File: config.mk
export PLATFORM = sky130hd
export DESIGN_NAME = sync_fifo_param_flat
export DESIGN_NICKNAME = d
export VERILOG_FILES = /design/src/rtl/sync_fifo_param_if.sv /design/src/rtl/sync_fifo_param.sv /design/src/flat_wrapper.sv
export SDC_FILE = /design/constraint.sdc
export NUM_CORES = 1
export LEC_CHECK = 0
export CAP_MARGIN = 5
export CORE_ASPECT_RATIO = 0.75
export CORE_MARGIN = 5
export CORE_UTILIZATION = 55
export CTS_CLUSTER_SIZE = 25
export DETAILED_ROUTE_END_ITERATION = 16
export GPL_TIMING_DRIVEN = 0
export PLACE_DENSITY = 0.83
export RECOVER_POWER = 25
export SLEW_MARGIN = 20
export SYNTH_ARGS = -nofsm -noshare
export SYNTH_HDL_FRONTEND = slang
export SYNTH_SLANG_ARGS = --single-unit
export TNS_END_PERCENT = 20
File: constraint.sdc
create_clock -name clk -period 3.5 [get_ports clk]
set_clock_uncertainty 0.2 [all_clocks]
set_input_delay 0.35 -clock clk [delete_from_list [all_inputs] [get_ports clk]]
set_output_delay 0.35 -clock clk [all_outputs]
set_load 0.02 [all_outputs]
File: src/rtl/sync_fifo_param_if.sv
`default_nettype none
// ============================================================================
// Module   : sync_fifo_param_if
// Purpose  : Producer/consumer handshake and status bundle for sync_fifo_param.
// Revision : 1.0  initial release
// ============================================================================
interface sync_fifo_param_if #(
    parameter int FIFO_WIDTH = 16,
    parameter int FIFO_DEPTH = 8,
    parameter int CW         = $clog2(FIFO_DEPTH + 1)
);
    logic [FIFO_WIDTH-1:0] data_in;
    logic                  wr_en;
    logic                  rd_en;
    logic [FIFO_WIDTH-1:0] data_out;
    logic                  wr_ack;
    logic                  overflow;
    logic                  underflow;
    logic                  full;
    logic                  empty;
    logic                  almostfull;
    logic                  almostempty;
    logic [CW-1:0]         count;

    // Producer and consumer side of the FIFO
    modport master (
        output data_in, wr_en, rd_en,
        input  data_out, wr_ack, overflow, underflow,
        input  full, empty, almostfull, almostempty, count
    );

    // The FIFO itself
    modport slave (
        input  data_in, wr_en, rd_en,
        output data_out, wr_ack, overflow, underflow,
        output full, empty, almostfull, almostempty, count
    );
endinterface
`default_nettype wire

File: src/rtl/sync_fifo_param.sv
`default_nettype none
// ============================================================================
// Module   : sync_fifo_param
// Purpose  : Single-clock FIFO, any depth >= 2, optional first-word-fall-through.
// Revision : 1.0  initial release
// ============================================================================
module sync_fifo_param #(
    parameter int FIFO_WIDTH    = 16,
    parameter int FIFO_DEPTH    = 8,
    parameter int AFULL_THRESH  = FIFO_DEPTH - 1,
    parameter int AEMPTY_THRESH = 1,
    parameter int FWFT          = 0,
    parameter int CW            = $clog2(FIFO_DEPTH + 1)
) (
    input  wire logic        clk,
    input  wire logic        rst,
    sync_fifo_param_if.slave bus
);

    localparam int                 c_PTR_W    = (FIFO_DEPTH > 1) ? $clog2(FIFO_DEPTH) : 1;
    localparam logic [c_PTR_W-1:0] c_LAST_PTR = c_PTR_W'(FIFO_DEPTH - 1);
    localparam logic [CW-1:0]      c_FULL_CNT = CW'(FIFO_DEPTH);

    logic [FIFO_WIDTH-1:0] r_mem [FIFO_DEPTH];
    logic [c_PTR_W-1:0]    r_wr_ptr;
    logic [c_PTR_W-1:0]    r_rd_ptr;
    logic [CW-1:0]         r_count;
    logic                  r_wr_ack;
    logic                  r_overflow;
    logic                  r_underflow;

    logic                  w_full;
    logic                  w_empty;
    logic                  w_rd_acc;
    logic                  w_wr_acc;
    int                    w_count_i;

    // Explicit wrap keeps non-power-of-two depths on the valid index range
    function automatic logic [c_PTR_W-1:0] next_ptr(input logic [c_PTR_W-1:0] ptr);
        return (ptr == c_LAST_PTR) ? '0 : ptr + 1'b1;
    endfunction

    assign w_full    = (r_count == c_FULL_CNT);
    assign w_empty   = (r_count == '0);
    assign w_count_i = int'(r_count);

    // A full FIFO still takes a write when a read frees the slot that cycle
    assign w_rd_acc  = bus.rd_en && !w_empty;
    assign w_wr_acc  = bus.wr_en && (!w_full || w_rd_acc);

    always_ff @(posedge clk) begin
        if (!rst && w_wr_acc) begin
            r_mem[r_wr_ptr] <= bus.data_in;
        end
    end

    always_ff @(posedge clk) begin
        if (rst) begin
            r_wr_ptr    <= '0;
            r_rd_ptr    <= '0;
            r_count     <= '0;
            r_wr_ack    <= 1'b0;
            r_overflow  <= 1'b0;
            r_underflow <= 1'b0;
        end else begin
            if (w_wr_acc) begin
                r_wr_ptr <= next_ptr(r_wr_ptr);
            end
            if (w_rd_acc) begin
                r_rd_ptr <= next_ptr(r_rd_ptr);
            end
            case ({w_wr_acc, w_rd_acc})
                2'b10:   r_count <= r_count + 1'b1;
                2'b01:   r_count <= r_count - 1'b1;
                default: r_count <= r_count;
            endcase
            r_wr_ack    <= w_wr_acc;
            r_overflow  <= bus.wr_en && !w_wr_acc;
            r_underflow <= bus.rd_en && w_empty;
        end
    end

    generate
        if (FWFT != 0) begin : g_fwft
            // Head word is always on the output; a read only advances rd_ptr
            assign bus.data_out = r_mem[r_rd_ptr];
        end else begin : g_std_read
            logic [FIFO_WIDTH-1:0] r_data_out;

            always_ff @(posedge clk) begin
                if (rst) begin
                    r_data_out <= '0;
                end else if (w_rd_acc) begin
                    r_data_out <= r_mem[r_rd_ptr];
                end
            end

            assign bus.data_out = r_data_out;
        end
    endgenerate

    assign bus.wr_ack      = r_wr_ack;
    assign bus.overflow    = r_overflow;
    assign bus.underflow   = r_underflow;
    assign bus.full        = w_full;
    assign bus.empty       = w_empty;
    assign bus.almostfull  = (w_count_i >= AFULL_THRESH);
    assign bus.almostempty = (w_count_i <= AEMPTY_THRESH);
    assign bus.count       = r_count;

endmodule
`default_nettype wire

File: src/flat_wrapper.sv
// flat-port wrapper written by rule: the top's interface ports become plain ports
module sync_fifo_param_flat 
#(
    parameter int FIFO_WIDTH    = 16,
    parameter int FIFO_DEPTH    = 8,
    parameter int AFULL_THRESH  = FIFO_DEPTH - 1,
    parameter int AEMPTY_THRESH = 1,
    parameter int FWFT          = 0,
    parameter int CW            = $clog2(FIFO_DEPTH + 1)
)
  (clk, rst, bus_data_in, bus_wr_en, bus_rd_en, bus_data_out, bus_wr_ack, bus_overflow, bus_underflow, bus_full, bus_empty, bus_almostfull, bus_almostempty, bus_count);
  sync_fifo_param_if #(.FIFO_WIDTH(FIFO_WIDTH), .FIFO_DEPTH(FIFO_DEPTH), .CW(CW)) bus_i ();
  input  wire logic clk;
  input  wire logic rst;
  input wire logic [$bits(bus_i.data_in)-1:0] bus_data_in;
  input wire logic [$bits(bus_i.wr_en)-1:0] bus_wr_en;
  input wire logic [$bits(bus_i.rd_en)-1:0] bus_rd_en;
  output wire logic [$bits(bus_i.data_out)-1:0] bus_data_out;
  output wire logic [$bits(bus_i.wr_ack)-1:0] bus_wr_ack;
  output wire logic [$bits(bus_i.overflow)-1:0] bus_overflow;
  output wire logic [$bits(bus_i.underflow)-1:0] bus_underflow;
  output wire logic [$bits(bus_i.full)-1:0] bus_full;
  output wire logic [$bits(bus_i.empty)-1:0] bus_empty;
  output wire logic [$bits(bus_i.almostfull)-1:0] bus_almostfull;
  output wire logic [$bits(bus_i.almostempty)-1:0] bus_almostempty;
  output wire logic [$bits(bus_i.count)-1:0] bus_count;
  assign bus_i.data_in = bus_data_in;
  assign bus_i.wr_en = bus_wr_en;
  assign bus_i.rd_en = bus_rd_en;
  assign bus_data_out = bus_i.data_out;
  assign bus_wr_ack = bus_i.wr_ack;
  assign bus_overflow = bus_i.overflow;
  assign bus_underflow = bus_i.underflow;
  assign bus_full = bus_i.full;
  assign bus_empty = bus_i.empty;
  assign bus_almostfull = bus_i.almostfull;
  assign bus_almostempty = bus_i.almostempty;
  assign bus_count = bus_i.count;
  sync_fifo_param #(.FIFO_WIDTH(FIFO_WIDTH), .FIFO_DEPTH(FIFO_DEPTH), .AFULL_THRESH(AFULL_THRESH), .AEMPTY_THRESH(AEMPTY_THRESH), .FWFT(FWFT), .CW(CW)) u_core (.clk(clk), .rst(rst), .bus(bus_i));
endmodule
==> impl_summary.md <==
Timing
The worst path in the final design needs a cycle of 2891 ps, including I/O delays and setup. Setup violations remaining at the end of the flow were counted as 0. The slew of the pin with the lowest slew margin is 665.3 ps. Measured against its own limit, the worst slew margin works out to 55.60%. The share of the cycle needed by the critical path after routing is 82.61%. The maximum clock rate is 0.3459 GHz. The final-report hold violation count is 0. The worst hold slack is 54.90 ps.

Setup repair after global routing left no endpoint under its margin. The final count of pins violating max slew is 0.

Final layout
The diode insertion count for antenna repair is 0. The most frequent standard cell in the layout excluding fill and tap cells is edfxtp_1. The top cell types in the final layout, fill and taps aside, are edfxtp_1 (128), mux2i_1 (66), clkdlybuf4s50_1 (34). With fillers left out, the area of the finished cells amounts to 7460 um^2. The area growth from synthesis to final layout is 22.67%. In the final layout, the share of cells above drive strength 1 is 14.86%. At the end of the flow, the number of nets in the layout was 466.

Logic synthesis
Yosys printed 0 warnings. After synthesis the netlist holds a flip-flop and latch count of 157. The netlist area before placement is 6081 um^2.

Averaged over all synthesized cells, the footprint is 16.71 um^2. Of all cell types, the one taking the most synthesized area is edfxtp_1. Of the post-synthesis cell area, the dominant cell type holds 63.21%. The synthesized instance count is 364. The count of flip-flops with a built-in enable after synthesis is 128. The predominant post-synthesis flop cell is edfxtp_1. In the synthesized netlist the async set-or-reset flop fraction comes to 0%. In the post-synthesis netlist, the biggest area contributors are edfxtp_1 (63%), mux2i_1 (11%), dfxtp_1 (9.5%), a22oi_1 (4.0%), a32o_1 (2.6%). The register area share after synthesis is 72.76%. The number of distinct library cells after synthesis is 36.

When the netlist entered floorplanning its net count stood at 392.

Clock network
The H-tree was split into 4 levels. The post-CTS setup-driven buffer insertion count is 0. For this design, the CTS-stage hold fixing added 0 buffers. The clock drives 157 sinks. The clock root buffer is clkbuf_16. After clock tree synthesis, the clock-pin slew on the worst setup and hold paths is 60 ps. TritonCTS built the clock tree. The quantity of gates resized following cts is 0. The deepest clock path buffer count is 2.

The clock reaches the later pin of the worst-skew pair after 420 ps. In this run, CTS created clock tree buffers numbering 17.

Setup path
In this run the worst setup path begins at u_core.bus.count[0]$_SDFFE_PP0P_. The startpoint of the worst-slack reg-to-reg timing path is u_core.bus.count[0]$_SDFFE_PP0P_. Data on the critical path arrives at its endpoint at 2820 ps.

The destination of the critical timing path is u_core.r_mem[7][11]$_DFFE_PP_. The nature of the critical path endpoint is a flip-flop. The worst setup path is of the reg -> reg kind.

Traced cell by cell, the critical path runs through inv_1 -> ha_1 -> nand3b_1 -> o21ai_2 -> or3b_1 -> nor2_2 -> buf_6. Measured in cells, the most critical reg-to-reg path has a length of 7. The startpoint type of the worst setup path is a flip-flop.

The highest fanout seen on the critical path is 10. The critical register-to-register path endpoint is u_core.r_mem[7][11]$_DFFE_PP_. Among all stages on the critical path, the largest delay is contributed by nor2_2. At the worst endpoint, the required time is 3420 ps. On the worst path, the slowest cell contributes a delay of 580 ps. The flop-to-flop setup slack is 610 ps.

Die
The I/O pin count is 47. The initial utilization of the core area, before any placement, comes to 56.00%. The floorplan has 33 rows. The die extent in y is 101.1 um. From left edge to right edge, the die measures 131.4 um. The floorplan step defined a core boundary enclosing 10,860 um^2. The total die area is 13,280 um^2.

Power
The power density of the placed cells is 705.8 nW/um^2. The worst voltage drop across the vdd grid is 436.2 uV. Summed over all cells, the static leakage comes to 0.002496 uW.

Place
The count of buffers added on input and output ports is 45. The detailed-placement wirelength estimate is 8341 um. The placed standard-cell area is 6844 um^2.

At the end of routability-driven placement, the weighted congestion stood at 0.7415.

Global routing
The total overflow left after global routing is 0. The global routing usage summed across all routing layers is 20.15%. The number of antenna violations at the first check in global routing is 0. The pin count of the biggest net entering global routing is 17.

The via count of the first global-routing pass is 3,642. The first global-routing pass estimated 19,970 um of wire.

Detailed routing
In the routed layout, each cell is associated on average with a via count of 5.953. The total routed wirelength is 13,110 um. The residual DRC count is 0. The number of DRC markers in iteration 0 is 293. The residual antenna-violating net count after detailed routing is 0. The first detailed-routing pass took 5 iterations. The average detailed-routed wire length per instance is 22.17 um.

The routed layout has 3,518 vias.

Min path
The path class of the tightest hold or removal check is in -> reg.

Run status
The run finished with clean final reports.

Flow run
The number of maximum-capacitance constraint violations is 0.
==> routing by layer <==
layer | wire length, um | global-route usage, % | up-vias
li1 | - | - | 1591
met1 | 5343 | 25.69 | 1764
met2 | 6645 | 33.15 | 143
met3 | 884 | 4.840 | 20
met4 | 231 | 9.249 | 0
met5 | 0 | 0 | -
==> layout make-up <==
type | instances | area (um^2)
Buffer | 20 | 123.9
Clock buffer | 20 | 446.7
Clock inverter | 12 | 168.9
Fill cell | 683 | 3400
Inverter | 5 | 18.77
Multi-Input combinational cell | 182 | 1539
Sequential cell | 157 | 4424
Tap cell | 140 | 175.2
Timing Repair Buffer | 55 | 563.0
==> cell usage after synthesis (all sizes together), types with 2 or more instances <==
cell type and number:
nor3 4, mux2i 66, a22oi 32, edfxtp 128, buf 13, nor2 14
nand2 7, nand4b 2, ha 8, inv 5, a21oi 8, or3b 3
clkbuf 7, dfxtp 29, nand2b 5, nor2b 2, or3 3, xor2 2
o21ai 2, a32o 16
==> logic make-up after synthesis <==
group | after synthesis | synth area share [%]
flops | 157 | 72.76
mux | 66 | 10.86
compound gates | 61 | 8.066
simple gates | 44 | 3.889
buf+inv | 25 | 2.345
fa+ha+maj | 8 | 1.646
xor+xnor | 3 | 0.4322
==> sequential cells by signal, indices dropped and copies added (netlist names) <==
signal,cells
u_core.r_rd_ptr,3
u_core.bus.underflow,1
u_core.bus.wr_ack,1
u_core.bus.data_out,16
u_core.r_wr_ptr,3
u_core.bus.overflow,1
u_core.r_mem,128
u_core.bus.count,4
==> worst max-delay path, delay by kind of cell (launching register included) <==
kind	cells	cell delay, ps
buffers and inverters	2	310
adders and majority gates	1	240
DFF	1	460
AOI/OAI and AO/OA	1	140
and+or+nand+nor	3	1240
==> report_power, final <==
group / total (uW) / internal [uW] / switching, uW
Sequential: 2190 / 2120 / 71.4
Clock: 1910 / 1210 / 700
Combinational: 1170 / 532 / 634
Total: 5260 / 3860 / 1410
==> worst min-delay path by stage <==
stage / startpoint / end / slack [ps] / depth (start not counted)
2_1_floorplan: bus_data_in[0] / u_core.r_mem[0][0]$_DFFE_PP_ / 250 / 0
4_1_cts: bus_rd_en / u_core.bus.overflow$_SDFF_PP0_ / 30 / 2
3_5_place_dp: u_core.bus.data_out[12]$_SDFFE_PP0P_ / u_core.bus.data_out[12]$_SDFFE_PP0P_ / 250 / 1
6_report: bus_rd_en / u_core.bus.overflow$_SDFF_PP0_ / 50 / 2
5_1_grt: bus_rd_en / u_core.bus.overflow$_SDFF_PP0_ / 70 / 2
3_3_place_gp: u_core.bus.data_out[5]$_SDFFE_PP0P_ / u_core.bus.data_out[5]$_SDFFE_PP0P_ / 250 / 1
==> per-stage QoR <==
stage	utilization (%)	power, uW	setup WS, ps	setup TNS [ps]	instances
floorplan	-	2973	247.3	0	364
global placement	61.76	3349	-597.3	-18220	549
detailed placement	63.03	3400	641.2	0	559
CTS	68.69	5292	620.0	0	591
global route	68.69	5450	460.9	0	591
finish	68.69	5265	608.8	0	591
No activity file was read; power rests on OpenSTA's default activity.
